--- src/rtl/prog_loader.sv ---
// prog_loader: boot-time instruction loader.
// Accepts a valid/ready word stream and writes consecutive words into
// instruction memory starting at BASE_ADDR. The CPU is held in reset until
// the image is complete, then released after SETTLE_CYCLES.
// Optional feature macro: PROG_LOADER_CHECKSUM_EN. When it is defined, the
// s_last word is a checksum of the image and is not written to memory.
module prog_loader #(
  parameter int                    ADDR_WIDTH    = 32,
  parameter int                    DAT_WIDTH     = 32,
  parameter int                    DEPTH_WORDS   = 256,
  parameter logic [ADDR_WIDTH-1:0] BASE_ADDR     = '0,
  parameter int                    SETTLE_CYCLES = 4
) (
  input  logic                           clk,
  input  logic                           rst,
  input  logic                           start_i,
  input  logic                           s_valid,
  input  logic [DAT_WIDTH-1:0]           s_data,
  input  logic                           s_last,
  output logic                           s_ready,
  output logic                           imem_we,
  output logic [ADDR_WIDTH-1:0]          imem_addr,
  output logic [DAT_WIDTH-1:0]           imem_wdata,
  output logic                           cpu_rst_n,
  output logic [$clog2(DEPTH_WORDS):0]   word_cnt_o,
  output logic                           done_o,
  output logic                           err_o
);

  localparam int CW = $clog2(DEPTH_WORDS) + 1;
  localparam int SW = $clog2(SETTLE_CYCLES + 1) + 1;

  typedef enum logic [2:0] {
    IDLE,
    LOAD,
    SETTLE,
    RUN,
    ERR
  } state_t;

  state_t                 state;
  logic [CW-1:0]          idx;
  logic [ADDR_WIDTH-1:0]  next_addr;
  logic [SW-1:0]          settle_cnt;
  logic                   accept;
  logic                   full;
`ifdef PROG_LOADER_CHECKSUM_EN
  logic [DAT_WIDTH-1:0]   sum;
`endif

  // Stream handshake and "memory already holds DEPTH_WORDS accepted words"
  always_comb begin
    accept = s_valid && s_ready;
    full   = (idx == CW'(DEPTH_WORDS));
  end

  // Load sequencer: state, registered memory write port and CPU reset control
  always_ff @(posedge clk) begin
    if (rst) begin
      state      <= IDLE;
      s_ready    <= 1'b0;
      imem_we    <= 1'b0;
      imem_addr  <= BASE_ADDR;
      imem_wdata <= '0;
      cpu_rst_n  <= 1'b0;
      word_cnt_o <= '0;
      done_o     <= 1'b0;
      err_o      <= 1'b0;
      idx        <= '0;
      next_addr  <= BASE_ADDR;
      settle_cnt <= '0;
`ifdef PROG_LOADER_CHECKSUM_EN
      sum        <= '0;
`endif
    end else begin
      imem_we <= 1'b0;
      case (state)
        IDLE, ERR: begin
          if (start_i) begin
            state      <= LOAD;
            s_ready    <= 1'b1;
            idx        <= '0;
            word_cnt_o <= '0;
            next_addr  <= BASE_ADDR;
            err_o      <= 1'b0;
`ifdef PROG_LOADER_CHECKSUM_EN
            sum        <= '0;
`endif
          end
        end

        LOAD: begin
          if (accept) begin
`ifdef PROG_LOADER_CHECKSUM_EN
            // The checksum word never occupies memory, so it is legal even
            // when the memory is already full.
            if (s_last) begin
              s_ready    <= 1'b0;
              settle_cnt <= '0;
              if (s_data == sum) begin
                state <= SETTLE;
              end else begin
                state <= ERR;
                err_o <= 1'b1;
              end
            end else if (full) begin
              s_ready <= 1'b0;
              err_o   <= 1'b1;
              state   <= ERR;
            end else begin
              imem_we    <= 1'b1;
              imem_addr  <= next_addr;
              imem_wdata <= s_data;
              next_addr  <= next_addr + ADDR_WIDTH'(4);
              idx        <= idx + CW'(1);
              word_cnt_o <= idx + CW'(1);
              sum        <= sum + s_data;
            end
`else
            if (full) begin
              s_ready <= 1'b0;
              err_o   <= 1'b1;
              state   <= ERR;
            end else begin
              imem_we    <= 1'b1;
              imem_addr  <= next_addr;
              imem_wdata <= s_data;
              next_addr  <= next_addr + ADDR_WIDTH'(4);
              idx        <= idx + CW'(1);
              word_cnt_o <= idx + CW'(1);
              if (s_last) begin
                state      <= SETTLE;
                s_ready    <= 1'b0;
                settle_cnt <= '0;
              end
            end
`endif
          end
        end

        SETTLE: begin
          // The first edge in SETTLE closes the final write cycle; the next
          // SETTLE_CYCLES edges form the settle window.
          if (settle_cnt == SW'(SETTLE_CYCLES)) begin
            state     <= RUN;
            cpu_rst_n <= 1'b1;
            done_o    <= 1'b1;
          end else begin
            settle_cnt <= settle_cnt + SW'(1);
          end
        end

        RUN: begin
          state <= RUN;
        end

        default: begin
          state <= IDLE;
        end
      endcase
    end
  end

endmodule

--- config.mk ---
export PLATFORM = sky130hd
export DESIGN_NAME = prog_loader
export DESIGN_NICKNAME = d
export VERILOG_FILES = /design/src/rtl/prog_loader.sv
export SDC_FILE = /design/constraint.sdc
export NUM_CORES = 1
export LEC_CHECK = 0
export ABC_CLOCK_PERIOD_IN_PS = 1900
export BUFFER_PORTS_ARGS = -buffer_cell sky130_fd_sc_hd__buf_2
export CAP_MARGIN = 20
export CORE_UTILIZATION = 49
export CTS_CLUSTER_DIAMETER = 100
export CTS_CLUSTER_SIZE = 28
export DETAILED_ROUTE_END_ITERATION = 16
export PLACE_DENSITY = 0.76
export SLEW_MARGIN = 20
export SYNTH_ARGS = -nofsm -noshare
export SYNTH_HDL_FRONTEND = slang
export SYNTH_SLANG_ARGS = --single-unit
--- constraint.sdc ---
create_clock -name clk -period 1.9 [get_ports clk]
set_input_delay 0.19 -clock clk [delete_from_list [all_inputs] [get_ports clk]]
set_output_delay 0.19 -clock clk [all_outputs]
set_load 0.01 [all_outputs]
Word level (Yosys, flattened, before mapping)
Index checks and enable logic that the tools add are counted.
{"block": "totals", "reg_bits": 116, "in_bits": 37, "output_inout_bits": 78, "elab_cells": 72}
{"block": "op_classes", "add_sub_neg": 3, "n_eq_ne": 14, "n_mux": 29, "bitwise": 3, "reduce_logical": 13}
{"cell": "32-bit 2-to-1 mux", "count": 3}
{"cell": "32-bit case mux with 2 select lines", "count": 1}
{"cell": "32-bit by 3-bit adder with 32-bit output (second input constant)", "count": 1}
{"cell": "9-bit 2-to-1 mux", "count": 3}
{"cell": "9-bit case mux with 2 select lines", "count": 1}
{"cell": "4-bit 2-to-1 mux", "count": 4}
{"cell": "4-bit AND reduction", "count": 4}
{"cell": "3-bit 2-to-1 mux", "count": 5}
{"cell": "2-bit != test (second input constant)", "count": 7}
{"cell": "3-bit case mux with 4 select lines", "count": 1}
{"cell": "9-bit by 1-bit adder with 9-bit output (second input constant)", "count": 1}
{"cell": "9-bit == test (second input constant)", "count": 1}
{"cell": "1-bit 2-to-1 mux", "count": 8}
{"cell": "4-bit case mux with 2 select lines", "count": 1}
{"cell": "3-bit by 2-bit == test with 1-bit output (second input constant)", "count": 2}
{"cell": "5-bit AND reduction", "count": 1}
{"cell": "4-bit by 1-bit adder with 4-bit output (second input constant)", "count": 1}
{"cell": "4-bit by 3-bit == test with 1-bit output (second input constant)", "count": 1}
{"cell": "1-bit case mux with 2 select lines", "count": 2}
{"cell": "2-bit nonzero test", "count": 2}
{"cell": "3-bit by 1-bit == test with 1-bit output (second input constant)", "count": 1}
{"cell": "3-bit == test (second input constant)", "count": 1}
{"cell": "3-bit logical NOT", "count": 1}
{"cell": "3-bit != test (second input constant)", "count": 1}
{"cell": "6 further kinds", "count": 8}

Longest topological paths before layout
{"block": "logic_depth", "ltp_word": 4, "mapped_depth": 10, "ltp_nobuf": 6}

Worst setup path before layout
OpenSTA, ideal clock, no wires.
{"block": "synth_path", "path_kind": "register to register", "start": "register idx[0]", "end": "register imem_addr[4]", "setup_time_ns": 0.128, "arrival_ns": 1.848, "required_ns": 1.772, "path_slack_ns": -0.075, "path_stages_with_launch": 11, "path_buffers": 4, "synth_period_minus_slack_ns": 1.975, "path_cell_list": "dfxtp_1 -> inv_1 -> ha_1 -> nor4bb_1 -> clkbuf_1 -> a211oi_2 -> buf_4 -> buf_4 -> buf_6 -> mux2i_1 -> nor2_1"}
{"block": "synth_via", "elab_chain_len": 3}
{"item": "start, declared", "line": "42", "text": "logic [CW-1:0] idx;"}
{"item": "start signal, assigned", "line": "129", "text": "idx <= idx + CW'(1);"}
{"item": "9-bit == test", "line": "54", "text": "full = (idx == CW'(DEPTH_WORDS));"}
{"item": "1-bit inverter (no source line)"}
{"item": "3-bit AND reduction (no source line)"}
{"item": "end signal, assigned", "line": "126", "text": "imem_addr <= next_addr;"}
{"item": "end, declared", "line": "22", "text": "output logic [ADDR_WIDTH-1:0] imem_addr,"}
No other way between the ends.
A chain may end at the register's enable or synchronous reset.

Final worst setup path
{"block": "layout_path", "start": "register state[1]", "end": "register imem_wdata[0]"}
{"block": "layout_via", "elab_chain_len": 2}
{"item": "start, declared", "line": "41", "text": "state_t state;"}
{"item": "start signal, assigned", "line": "60", "text": "state <= IDLE;"}
{"item": "start signal, assigned", "line": "80", "text": "state <= LOAD;"}
{"item": "start signal, assigned", "line": "123", "text": "state <= ERR;"}
{"item": "3-bit by 1-bit == test with 1-bit output", "line": "77", "text": "case (state)"}
{"item": "3-bit AND reduction (no source line)"}
{"item": "end signal, assigned", "line": "127", "text": "imem_wdata <= s_data;"}
{"item": "end, declared", "line": "23", "text": "output logic [DAT_WIDTH-1:0] imem_wdata,"}
No other way between the ends.

==> flow_summary_export.csv <==
group,metric,value,unit
route,drc_errors,0,
clock_network,root_buffer,"clkbuf_8",
worst_setup_path,crit_path_max_incr_delay,0.43,ns
worst_setup_path,cp-start-kind,"flip-flop",
global_route,track_usage,25.45,%
worst_setup_path,critical_path_class,"flip-flop to flip-flop",
clock_network,cts_made_buffers,9,
clock_network,clockBufferDepth,2,
floorplanning,dieWidth,103.3,µm
timing,fin_crit_sh,101.0,%
min_path,holdPathStages,3,
worst_setup_path,cp_max_fo,8,
global_route,antenna_found_initial,0,
final_layout,antenna_cells,0,
worst_setup_path,critPathSlowestCell,"or3b_4",
final_layout,syn_to_final_growth,34.02,%
yosys,syn_area_per_cell,9.101,µm²
yosys,async_flop_share,0,%
final_layout,regArea,2245,µm²
route,avgViaCountPerCell,5.851,
clock_network,cts-htree-levels,3,
timing,max-slew-margin-rel,57.98,%
placement,gp_congestion,0.9354,
timing,max_freq,0.5212,GHz
route,antenna_left,0,
worst_setup_path,reg2reg_slack,-0.02,ns
placement,portBuffers,112,
timing,fin_hold_ws,0.04606,ns
floorplanning,core_region_area,9864,µm²
timing,rsz0062_at_grt,"yes",
worst_setup_path,cp.required,2.15,ns
timing,finalHoldViolations,0,
final_layout,final_cell_area,6733,µm²
yosys,syn-instance-count,552,
power_and_ir_drop,p_clk_share,32.9,%
power_and_ir_drop,cellLeakagePower,0.002668,µW
route,avgRoutedWirePerCell,16.70,µm
power_and_ir_drop,power.switching,958.4,µW
timing,layout_min_cycle_time,1.918,ns
timing,tns,-0.05817,ns
final_layout,fillers,758,
clock_network,clock_latency,0.37,ns
status,failed_checks,"negative setup slack",
worst_setup_path,path_cells,"or3b_4 > a211oi_4 > buf_6 > buf_12 > clkbuf_16 > mux2i_1 > nor2_1",
timing,setup_violations,6,
clock_network,clock-sinks,112,
floorplanning,pin_count,115,
worst_setup_path,crit_arrival,2.17,ns
timing,tightest_slew,0.6304,ns
route,drtIter0Drc,459,
floorplanning,die_area,10660,µm²
clock_network,cts_tree,"done",
min_path,hold_end,"imem_wdata[17]$_SDFFE_PP0P_",
global_route,grt_start_max_net_pins,60,
power_and_ir_drop,switching_share,23.63,%
worst_setup_path,reg2reg_to,"imem_wdata[0]$_SDFFE_PP0P_",
final_layout,multiInputGateArea,2705,µm²
yosys,synth_top_area_share,44.63,%
placement,hpwl,9.604,mm
route,totalWireLength,14.13,mm
power_and_ir_drop,combPwrFrac,8.6,%
yosys,synth_edf_count,0,
min_path,hold_path.class,"input pin to flip-flop",
route,dr.pass1.iters,5,
floorplanning,die_y,103.3,µm
placement,place_area,6131,µm²
yosys,synth_area_leaders,"dfxtp_1, mux2i_1, nor2_1",
worst_setup_path,crit_path_end_kind,"flip-flop",
yosys,synth_seq_area_share,44.63,%
global_route,grt_pass1_wl,21.03,mm
timing,skew,0.007656,ns
timing,slew_violations,0,
floorplanning,start_util,50.93,%
yosys,ys_seq_elements,112,
power_and_ir_drop,powerDensity,602.5,nW/µm²
final_layout,nets,751,
route,via_count,4950,
global_route,grt_overflow,0,
yosys,ys.flop_type,"dfxtp_1",
final_layout,drive_above_1_share,35.06,%
worst_setup_path,r2r-start,"state[1]$_SDFFE_PP0P_",
timing,fin_ws,-0.01847,ns
power_and_ir_drop,pwr-share-seq,58.5,%
yosys,synth_area_leader_cell,"dfxtp_1",
yosys,syn_area,5024,µm²
global_route,grt_pass1_vias,4497,
yosys,ys.warnings.count,0,
yosys,yosysUniqueCellTypes,52,
power_and_ir_drop,ir_drop,0.0004138,V
run,maxCapViolations,0,
worst_setup_path,rr_worst_depth,7,
min_path,min-delay-start,"s_data[17]",
status,status,"finished with violations",
power_and_ir_drop,intPower,3098,µW
floorplanning,rows,36,
clock_network,clk_pin_slew_worst_paths,0.10,ns
[state kept, by name, indices dropped and copies added, names as in the netlist]
| name | count |
|---|---|
| done_o | 1 |
| err_o | 1 |
| idx | 9 |
| imem_addr | 30 |
| imem_wdata | 32 |
| imem_we | 1 |
| next_addr | 30 |
| s_ready | 1 |
| settle_cnt | 4 |
| state | 3 |
[metrics by stage]
stage	instances	power [µW]	util, %	worst slack [ns]
5_1_grt	846	4199	68.25	-0.09951
6_report	846	4056	68.25	-0.01847
3_5_place_dp	820	2713	62.15	0.008419
2_1_floorplan	553	2583	-	0.02500
4_1_cts	836	4022	64.13	-0.01309
3_3_place_gp	820	2705	62.15	0.02611
[worst max path at each step]
stage / from / endpoint / cells after the start
2_1_floorplan: state[0]$_SDFFE_PP0P_ / imem_addr[4]$_SDFFE_PP0P_ / 9
3_3_place_gp: idx[0]$_SDFFE_PP0P_ / idx[8]$_SDFFE_PP0P_ / 9
3_5_place_dp: state[1]$_SDFFE_PP0P_ / next_addr[29]$_SDFFE_PP0P_ / 4
4_1_cts: idx[0]$_SDFFE_PP0P_ / imem_wdata[26]$_SDFFE_PP0P_ / 9
5_1_grt: idx[1]$_SDFFE_PP0P_ / next_addr[7]$_SDFFE_PP0P_ / 8
6_report: state[1]$_SDFFE_PP0P_ / imem_wdata[0]$_SDFFE_PP0P_ / 7
[area by class of cell]
cell class / instances / area share, %
Clock inverter: 2 / 0.2044
Clock buffer: 13 / 2.509
Multi-Input combinational cell: 382 / 40.18
Inverter: 12 / 0.6690
Timing Repair Buffer: 192 / 20.63
Tap cell: 133 / 2.472
Sequential cell: 112 / 33.34
[power by group through the flow]
stage          Combinational (µW)  Clock, µW  Sequential (µW)
2_1_floorplan                 151          0             2430
3_3_place_gp                  279          0             2430
3_5_place_dp                  286          0             2430
4_1_cts                       289       1360             2370
5_1_grt                       372       1450             2380
6_report                      350       1330             2370
[timing repair]
item	4_1_cts	5_1_grt
buffers inserted	1	4
pin swaps	0	15
resized for setup	2	51
setup endpoints to repair	6	85
cloned	0	7
hold buffers	0	0
[cells by family (layout without fill, tap and decap cells)]
| logic type | count (synthesis) | after routing | share of synthesized area (%) |
|---|---|---|---|
| simple gates | 195 | 195 | 19.85 |
| compound gates | 116 | 116 | 15.87 |
| xor+xnor | 2 | 2 | 0.3488 |
| fa+ha+maj | 5 | 5 | 1.245 |
| mux | 62 | 62 | 12.35 |
| flops | 112 | 112 | 44.63 |
| other cells | 1 | 2 | 0.07465 |
| buf+inv | 59 | 219 | 5.629 |
[cells in the mapped netlist (7+ instances only)]
cell	n
nor3_1	16
nand4_1	20
o21ai_0	24
a41oi_1	9
dfxtp_1	112
mux2i_1	62
and4_1	7
nand2_1	19
clkbuf_1	27
a311oi_1	10
buf_4	12
buf_2	7
and3_1	8
nor2_1	73
and2_1	7
inv_1	12
a21oi_1	22
a31oi_1	19
nand3_1	21
[cell usage in the layout (no fill, tap or decap), types with 3 or more instances in the layout]
master,Yosys,routed
nor2_1,73,71
a31oi_1,19,15
ha_1,5,4
a41oi_1,9,8
o311ai_0,5,4
buf_4,12,61
buf_6,1,4
o31ai_1,5,5
and3_1,8,6
o21ai_0,24,23
a31oi_2,0,3
buf_2,7,112
buf_12,0,8
nand2b_1,3,3
inv_1,12,10
nor2b_1,3,3
a311oi_1,10,3
a311oi_2,0,7
nor4_1,5,5
and2_1,7,7
clkbuf_16,0,6
mux2i_1,62,57
nor3_1,16,16
nand4_1,20,20
and4_1,7,6
nand2_1,19,19
clkbuf_8,0,12
a22o_1,3,3
nand3_1,21,21
dfxtp_1,112,110
o211ai_1,3,3
mux2i_2,0,5
a21oi_1,22,19
[critical path, delay by kind of cell, from the launching register on]
kind | cells | cell delay [ns]
and+or+nand+nor | 2 | 0.49
buffers and inverters | 3 | 0.49
DFF | 1 | 0.35
AOI/OAI and AO/OA | 1 | 0.25
muxes | 1 | 0.20
[routing by layer]
layer | track usage, % | up-vias | wire length, µm
li1 | - | 2356 | -
met1 | 31.68 | 2281 | 5869
met2 | 42.36 | 269 | 6548
met3 | 4.301 | 44 | 1175
met4 | 13.54 | 0 | 534
met5 | 0 | - | 0
Power figures use the tool's default switching activity.
